$ cat src/rtl/serial_byte_assembler_if.sv
// ============================================================================
//  Module   : serial_byte_assembler_if
//  Purpose  : Bundles the serial input pair and the valid/ready word output of
//             the serial byte assembler.
//  Signals  : sin       - serial data bit
//             sin_valid - sin is sampled on the rising edge when high
//             D         - assembled word
//             d_valid   - D holds an unconsumed word
//             d_ready   - consumer accepts D when d_valid && d_ready
//  Modports : slave  - the assembler (consumes sin, produces D)
//             master - the environment (drives sin, consumes D)
//  Revision : 1.0 - initial release
// ============================================================================
`default_nettype none

interface serial_byte_assembler_if #(
  parameter int WIDTH = 8
) ();

  logic             sin;
  logic             sin_valid;
  logic [WIDTH-1:0] D;
  logic             d_valid;
  logic             d_ready;

  modport slave (
    input  sin,
    input  sin_valid,
    input  d_ready,
    output D,
    output d_valid
  );

  modport master (
    output sin,
    output sin_valid,
    output d_ready,
    input  D,
    input  d_valid
  );

endinterface

`default_nettype wire

$ cat src/rtl/serial_byte_assembler.sv
// ============================================================================
//  Module   : serial_byte_assembler
//  Purpose  : Shifts in a serial bit stream, one bit per qualified clock, and
//             presents each completed word through a one-entry valid/ready
//             output buffer. A word completing while the buffer is still held
//             by the consumer is dropped and flagged by a sticky overrun.
//  Ports    : clk         - system clock, rising edge
//             clr         - asynchronous active-low reset
//             bus         - serial input / word output (slave modport)
//             flush       - synchronous discard of a partial word
//             bit_cnt     - number of bits currently in the shift register
//             overrun     - sticky, a completed word was dropped
//             overrun_clr - synchronous clear of overrun (a new drop wins)
//  Params   : WIDTH       - bits per word, >= 2
//             MSB_FIRST   - 1: first bit lands in WIDTH-1, 0: lands in bit 0
//  Revision : 1.0 - initial release
// ============================================================================
`default_nettype none

module serial_byte_assembler #(
  parameter int WIDTH     = 8,
  parameter bit MSB_FIRST = 1'b1
) (
  input  wire logic                       clk,
  input  wire logic                       clr,
  serial_byte_assembler_if.slave          bus,
  input  wire logic                       flush,
  output logic [$clog2(WIDTH)-1:0]        bit_cnt,
  output logic                            overrun,
  input  wire logic                       overrun_clr
);

  localparam int               c_cw   = $clog2(WIDTH);
  localparam logic [c_cw-1:0]  c_last = c_cw'(WIDTH - 1);

  // Buffer state; d_valid is a direct decode of this flop.
  typedef enum logic [0:0] {
    ST_EMPTY = 1'b0,
    ST_FULL  = 1'b1
  } state_t;

  state_t            r_state;
  logic [WIDTH-1:0]  r_sr;
  logic [c_cw-1:0]   r_cnt;
  logic [WIDTH-1:0]  r_d;
  logic              r_overrun;

  logic [WIDTH-1:0]  w_shifted;
  logic              w_shift;
  logic              w_complete;
  logic              w_accept;

  // Shift register contents after taking in the current bit.
  generate
    if (MSB_FIRST) begin : g_msb_first
      assign w_shifted = {r_sr[WIDTH-2:0], bus.sin};
    end else begin : g_lsb_first
      assign w_shifted = {bus.sin, r_sr[WIDTH-1:1]};
    end
  endgenerate

  // flush takes priority over a simultaneous sample, so it can never complete.
  assign w_shift    = bus.sin_valid & ~flush;
  assign w_complete = w_shift & (r_cnt == c_last);
  assign w_accept   = (r_state == ST_FULL) & bus.d_ready;

  always_ff @(posedge clk or negedge clr) begin
    if (!clr) begin
      r_state   <= ST_EMPTY;
      r_sr      <= '0;
      r_cnt     <= '0;
      r_d       <= '0;
      r_overrun <= 1'b0;
    end else begin
      // Shift path runs independently of the output buffer.
      if (flush) begin
        r_sr  <= '0;
        r_cnt <= '0;
      end else if (w_shift) begin
        r_sr  <= w_shifted;
        r_cnt <= (r_cnt == c_last) ? '0 : r_cnt + 1'b1;
      end

      // Output buffer. When full, a completing word can only be loaded if the
      // old one leaves on the same edge; otherwise it is dropped.
      case (r_state)
        ST_EMPTY: begin
          if (w_complete) begin
            r_d     <= w_shifted;
            r_state <= ST_FULL;
          end
        end
        ST_FULL: begin
          if (w_complete) begin
            if (w_accept) begin
              r_d <= w_shifted;
            end
          end else if (w_accept) begin
            r_state <= ST_EMPTY;
          end
        end
        default: r_state <= ST_EMPTY;
      endcase

      // Sticky drop flag; a drop on the clearing edge keeps it set.
      if (w_complete && (r_state == ST_FULL) && !w_accept) begin
        r_overrun <= 1'b1;
      end else if (overrun_clr) begin
        r_overrun <= 1'b0;
      end
    end
  end

  assign bus.D       = r_d;
  assign bus.d_valid = (r_state == ST_FULL);
  assign bit_cnt     = r_cnt;
  assign overrun     = r_overrun;

endmodule

`default_nettype wire

$ cat src/flat_wrapper.sv
// flat-port wrapper written by rule: the top's interface ports become plain ports
module serial_byte_assembler_flat 
#(
  parameter int WIDTH     = 8,
  parameter bit MSB_FIRST = 1'b1
)
  (clk, clr, flush, bit_cnt, overrun, overrun_clr, bus_sin, bus_sin_valid, bus_d_ready, bus_D, bus_d_valid);
  serial_byte_assembler_if #(.WIDTH(WIDTH)) bus_i ();
  input  wire logic clk;
  input  wire logic clr;
  input  wire logic flush;
  output logic [$clog2(WIDTH)-1:0] bit_cnt;
  output logic overrun;
  input  wire logic overrun_clr;
  input wire logic [$bits(bus_i.sin)-1:0] bus_sin;
  input wire logic [$bits(bus_i.sin_valid)-1:0] bus_sin_valid;
  input wire logic [$bits(bus_i.d_ready)-1:0] bus_d_ready;
  output wire logic [$bits(bus_i.D)-1:0] bus_D;
  output wire logic [$bits(bus_i.d_valid)-1:0] bus_d_valid;
  assign bus_i.sin = bus_sin;
  assign bus_i.sin_valid = bus_sin_valid;
  assign bus_i.d_ready = bus_d_ready;
  assign bus_D = bus_i.D;
  assign bus_d_valid = bus_i.d_valid;
  serial_byte_assembler #(.WIDTH(WIDTH), .MSB_FIRST(MSB_FIRST)) u_core (.clk(clk), .clr(clr), .bus(bus_i), .flush(flush), .bit_cnt(bit_cnt), .overrun(overrun), .overrun_clr(overrun_clr));
endmodule
$ cat config.mk
export PLATFORM = sky130hd
export DESIGN_NAME = serial_byte_assembler_flat
export DESIGN_NICKNAME = d
export VERILOG_FILES = /design/src/rtl/serial_byte_assembler_if.sv /design/src/rtl/serial_byte_assembler.sv /design/src/flat_wrapper.sv
export SDC_FILE = /design/constraint.sdc
export NUM_CORES = 1
export LEC_CHECK = 0
export ABC_AREA = 1
export CORE_MARGIN = 4
export CORE_UTILIZATION = 47
export CTS_CLUSTER_SIZE = 14
export DETAILED_ROUTE_END_ITERATION = 12
export GPL_TIMING_DRIVEN = 1
export PLACE_DENSITY = 0.81
export SYNTH_ARGS = -nofsm -noshare
export SYNTH_HDL_FRONTEND = slang
export SYNTH_SLANG_ARGS = --single-unit
export TNS_END_PERCENT = 100
$ cat constraint.sdc
create_clock -name clk -period 1.6 [get_ports clk]
set_clock_uncertainty 0.1 [all_clocks]
set_input_delay 0.32 -clock clk [delete_from_list [all_inputs] [get_ports clk]]
set_output_delay 0.32 -clock clk [all_outputs]
set_load 0.02 [all_outputs]
Word level (Yosys, flattened, before mapping) --
Index checks and enable logic that the tools add are counted.
Cells by class: reductions and logical operators 6, bitwise operators 5, add/sub/neg operators 1, multiplexer cells 15, equal/unequal tests 4
Operator list (number):
- $mux W8 | 3
- $pmux W8 S2 | 1
- $mux W7 | 2
- $mux W3 | 3
- $mux W1 | 5
- $ne A2 B2 Y1 const B | 2
- $reduce_bool A2 Y1 | 2
- $add A3 B1 Y3 const B | 1
- $and A1 B1 Y1 | 3
- $eq A3 B3 Y1 const B | 1
- $reduce_and A3 Y1 | 1
- $logic_and A1 B1 Y1 | 2
- $ne A2 B1 Y1 const B | 1
- $not A1 Y1 | 2
- $pmux W1 S2 | 1
- $logic_not A1 Y1 | 1
Storage, ports and cells: bits in registers 20, logic and storage cells 36, bits of input ports 7, output and inout port bits 13

Longest topological paths before layout --
depth in word-level cells 6, gate-level depth with buffers 6

Worst setup path before layout --
Ideal clock, no wire load.
path type register -> register, start register u_core.r_cnt[0] (netlist: u_core.bit_cnt[0]), end register u_core.r_overrun (netlist: u_core.overrun), cell stages (with the launch flop) 6, period minus slack after synthesis 1.402 ns, setup time 0.128 ns, data arrival time 1.174 ns, slack 0.198 ns, cell sequence dfrtp_1 > ha_1 > ha_1 > buf_2 > nand2_1 > o21ai_0
Between the ends: word-level cells in the longest chain between the ends 5, elaborated cells on any way between the ends 6, those cells by class eq/ne: 1; mux: 1; bitwise: 1; reduce/logical: 3
Ends and longest elaborated chain:
- start: declaration | line serial_byte_assembler.sv:44 | logic [c_cw-1:0] r_cnt;
- start signal: assignment | line serial_byte_assembler.sv:81 | r_cnt <= (r_cnt == c_last) ? '0 : r_cnt + 1'b1;
- $eq A3 B3 Y1 (*) | line serial_byte_assembler.sv:64 | assign w_complete = w_shift & (r_cnt == c_last);
- $and A1 B1 Y1 (*) | line serial_byte_assembler.sv:64
- $logic_and A1 B1 Y1 (*) (2 in series) | line serial_byte_assembler.sv:106 | if (w_complete && (r_state == ST_FULL) && !w_accept) begin
- $mux W1 or $reduce_bool A2 Y1 (tied branches)
- end signal: assignment | line serial_byte_assembler.sv:73 | r_overrun <= 1'b0;
- end signal: assignment | line serial_byte_assembler.sv:107 | r_overrun <= 1'b1;
- end signal: assignment | line serial_byte_assembler.sv:109 | r_overrun <= 1'b0;
- end: declaration | line serial_byte_assembler.sv:46 | logic r_overrun;
Every way passes the cells marked *; elsewhere a longest branch is shown, timed or not. A chain may end at the register's enable or synchronous reset.

Final worst setup path --
start register u_core.r_cnt[0] (netlist: u_core.bit_cnt[0]), end output bit_cnt[0]
RTL lines:
- end: declaration | line flat_wrapper.sv:12 | output logic [$clog2(WIDTH)-1:0] bit_cnt;
No word-level cell between the ends.

==> impl_metrics.prom <==
# TYPE chip_impl_metric gauge
chip_impl_metric{name="path_max_fanout",unit=""} 4
chip_impl_metric{name="die_height",unit="um"} 50.1
chip_impl_metric{name="post_synth_inst_count",unit=""} 87
chip_impl_metric{name="number_of_cells_on_the_worst_reg_to_reg_path",unit=""} 5
chip_impl_metric{name="layout.filler_cells",unit=""} 136
chip_impl_metric{name="avgRoutedWirePerCell",unit="um"} 11.4
chip_impl_metric{name="place_worst_setup_slack",unit="ns"} 0.0543
chip_impl_metric{name="p_per_area",unit="nW/um2"} 803
chip_impl_metric{name="yosys_register_bits",unit=""} 20
chip_impl_metric{name="diodes",unit=""} 0
chip_impl_info{name="startpoint",value="u_core.bit_cnt[0]$_DFFE_PN0P_"} 1
chip_impl_metric{name="r2r_slack",unit="ns"} 0.21
chip_impl_metric{name="dr_iter_0_viols",unit=""} 4
chip_impl_info{name="mostFrequentLayoutCells",value="sky130_fd_sc_hd__nand2_1 (29), sky130_fd_sc_hd__dfrtp_1 (20), sky130_fd_sc_hd__dlygate4sd2_1 (13)"} 1
chip_impl_metric{name="final_critical_path_setup_slack",unit="ns"} 0.137
chip_impl_info{name="unrepaired_setup_endpoints_after_global_routing",value="no"} 1
chip_impl_info{name="endpoint_kind",value="output pin"} 1
chip_impl_metric{name="layout.cell_area.non_filler",unit="um2"} 1090
chip_impl_metric{name="dpl-instance-area",unit="um2"} 1060
chip_impl_metric{name="maxSlewViolCount",unit=""} 0
chip_impl_metric{name="path_buf_inv",unit=""} 1
chip_impl_metric{name="finalSetupTns",unit="ns"} 0
chip_impl_metric{name="core_area",unit="um2"} 1590
chip_impl_metric{name="cts_repair_resize_count",unit=""} 13
chip_impl_info{name="path_class",value="reg2out"} 1
chip_impl_metric{name="pin_count",unit=""} 20
chip_impl_metric{name="die_area",unit="um2"} 2510
chip_impl_metric{name="final.period_utilization",unit=""} 0.914
chip_impl_metric{name="multi_input_logic_area",unit="um2"} 278
chip_impl_metric{name="clock-sinks",unit=""} 20
chip_impl_metric{name="cts_made_buffers",unit=""} 3
chip_impl_info{name="worst_r2r_endpoint",value="u_core.bus.D[2]$_DFFE_PN0P_"} 1
chip_impl_metric{name="drive_gt1_frac",unit=""} 0.108
chip_impl_metric{name="timing_hold_violations_final",unit=""} 0
chip_impl_info{name="final_common_cell",value="sky130_fd_sc_hd__nand2_1"} 1
chip_impl_metric{name="avgViaCountPerCell",unit=""} 4.80
chip_impl_metric{name="critical_path_cell_count",unit=""} 1
chip_impl_metric{name="peakVddDrop",unit="V"} 0.000526
chip_impl_metric{name="p_leak",unit="nW"} 0.607
chip_impl_info{name="status",value="finished clean"} 1
chip_impl_metric{name="yosysWarningCount",unit=""} 0
chip_impl_metric{name="maximum_clock_rate",unit="MHz"} 684
chip_impl_metric{name="synth.net_count",unit=""} 96
chip_impl_metric{name="floorplan.die.width",unit="um"} 50.1
chip_impl_metric{name="drv.max_cap_violation_count",unit=""} 0
chip_impl_metric{name="syn_to_final_growth",unit="%"} 30.1
chip_impl_metric{name="detail_route.drc_violations",unit=""} 0
chip_impl_metric{name="clk_transition_reported_paths",unit="ns"} 0.11
chip_impl_metric{name="mappedNetlistArea",unit="um2"} 835
chip_impl_metric{name="overflow",unit=""} 0
chip_impl_metric{name="synth-seq-area-share",unit=""} 0.600
chip_impl_metric{name="num-nets-final",unit=""} 121
chip_impl_metric{name="slowest_delay",unit="ns"} 0.42
chip_impl_metric{name="seq_cell_area",unit="um2"} 500
chip_impl_metric{name="layout_min_cycle_time",unit="ns"} 1.46
chip_impl_metric{name="via_count",unit=""} 648
chip_impl_info{name="tritoncts",value="done"} 1
chip_impl_info{name="clock-root-buffer",value="sky130_fd_sc_hd__clkbuf_4"} 1
chip_impl_metric{name="postCtsSetupRepairBufs",unit=""} 0
chip_impl_info{name="timing.rr.start",value="u_core.bit_cnt[0]$_DFFE_PN0P_"} 1
chip_impl_metric{name="grt_antenna_before_repair",unit=""} 0
chip_impl_metric{name="groute.usage.overall",unit=""} 0.146
chip_impl_info{name="crit_end",value="bit_cnt[0]"} 1
chip_impl_metric{name="max-clock-path-buffers",unit=""} 2
chip_impl_metric{name="report.final.setup_viol",unit=""} 0
chip_impl_metric{name="avgSynthCellArea",unit="um2"} 9.59
chip_impl_metric{name="worst_slew_pin_slew",unit="ns"} 0.245
chip_impl_metric{name="place.gp.congestion",unit=""} 0.798
chip_impl_metric{name="slew_headroom",unit=""} 0.837
chip_impl_metric{name="initial_core_utilization",unit=""} 0.524
chip_impl_info{name="critical_path.top_delay_family",value="flip-flops"} 1
chip_impl_metric{name="htreeDepth",unit=""} 1
chip_impl_info{name="timing.critical_path.cells",value="dlygate4sd2_1"} 1
chip_impl_metric{name="finish.utilization",unit=""} 0.681
chip_impl_metric{name="timing.critical_path.required",unit="ns"} 1.18
chip_impl_info{name="hold_class",value="in2async"} 1
chip_impl_metric{name="io_buffer_count",unit=""} 19
chip_impl_info{name="cp_slowest_cell",value="sky130_fd_sc_hd__dfrtp_1"} 1
chip_impl_info{name="crit_path_start_kind",value="flip-flop"} 1
chip_impl_metric{name="hold_slack",unit="ns"} 0.243
chip_impl_metric{name="dr.pass1.iters",unit=""} 4
chip_impl_metric{name="clock_insertion_delay_worst_skew",unit="ns"} 0.29
chip_impl_metric{name="first_global_vias",unit=""} 683
chip_impl_metric{name="drt.antenna.violating_nets",unit=""} 0
chip_impl_metric{name="cts_hold_repair.buffers",unit=""} 0
chip_impl_metric{name="dp.final_hpwl",unit="um"} 1230
chip_impl_metric{name="overall_routed_net_length",unit="um"} 1540
chip_impl_metric{name="grt_pass1_wl",unit="um"} 2900
chip_impl_metric{name="grt_max_degree",unit=""} 21
chip_impl_metric{name="fp-row-count",unit=""} 14
chip_impl_metric{name="post_synth_num_cell_types",unit=""} 14
chip_impl_metric{name="cp.arrival",unit="ns"} 1.04
-- metrics by stage --
stage	total power, mW	std cells
2_1_floorplan	0.560	87
3_3_place_gp	0.601	131
3_5_place_dp	0.604	131
4_1_cts	0.886	135
5_1_grt	0.928	135
6_report	0.872	135
-- logic make-up (layout without fill, tap and decap cells) --
kind of cell / count (synthesis) / count (layout) / synth area share
buf+inv: 13 / 37 / 0.0705
fa+ha+maj: 2 / 2 / 0.0300
simple gates: 44 / 44 / 0.244
compound gates: 8 / 8 / 0.0555
flops: 20 / 20 / 0.600
-- cell usage after synthesis --
cell / number / area share
sky130_fd_sc_hd__nand2_1: 29 / 0.13
sky130_fd_sc_hd__dfrtp_1: 20 / 0.60
sky130_fd_sc_hd__inv_1: 9 / 0.040
sky130_fd_sc_hd__nand4_1: 8 / 0.060
sky130_fd_sc_hd__o22ai_1: 5 / 0.037
sky130_fd_sc_hd__nand3_1: 4 / 0.024
sky130_fd_sc_hd__o21ai_0: 3 / 0.018
sky130_fd_sc_hd__buf_2: 2 / 0.012
sky130_fd_sc_hd__ha_1: 2 / 0.030
sky130_fd_sc_hd__buf_6: 1 / 0.013
sky130_fd_sc_hd__inv_2: 1 / 0.0045
sky130_fd_sc_hd__nand3_2: 1 / 0.012
sky130_fd_sc_hd__nor2_1: 1 / 0.0045
sky130_fd_sc_hd__nor2_4: 1 / 0.013
-- sequential cells by signal, summed over array words and instances, names as in the netlist --
signal and cells:
u_core.bit_cnt 3, u_core.bus.D 8, u_core.bus.d_valid 1, u_core.overrun 1, u_core.r_sr 7
-- worst min-delay path by stage --
stage                                    endpoint  slack, ns
global route           u_core.r_sr[1]$_DFFE_PN0P_       0.24
detailed placement    u_core.bus.D[3]$_DFFE_PN0P_       0.36
CTS                 u_core.bit_cnt[1]$_DFFE_PN0P_       0.24
floorplan           u_core.bit_cnt[0]$_DFFE_PN0P_      -0.08
global placement      u_core.bus.D[6]$_DFFE_PN0P_       0.36
finish              u_core.bit_cnt[0]$_DFFE_PN0P_       0.24
-- report_power, final --
| group | internal (mW) | leakage, nW | switching, mW |
|---|---|---|---|
| Clock | 0.139 | 0.0210 | 0.144 |
| Sequential | 0.513 | 0.277 | 0.00531 |
| Combinational | 0.0305 | 0.309 | 0.0411 |
-- cell type report --
cell class / count / share of cell area
inverters: 10 / 0.0346
repair buffers: 23 / 0.188
flip-flops and latches: 20 / 0.461
clock buffers: 4 / 0.0334
multi-input cells: 54 / 0.256
well taps: 24 / 0.0276
-- routing by layer --
layer | global-route usage | up-vias | routed length (um) | share of wire
li1 | - | 337 | - | -
met1 | 0.187 | 301 | 699 | 0.45
met2 | 0.246 | 8 | 786 | 0.51
met3 | 0.0266 | 2 | 52 | 0.034
met4 | 0.0553 | 0 | 4 | 0.0026
met5 | 0 | - | 0 | 0
Power figures use the tool's default switching activity.
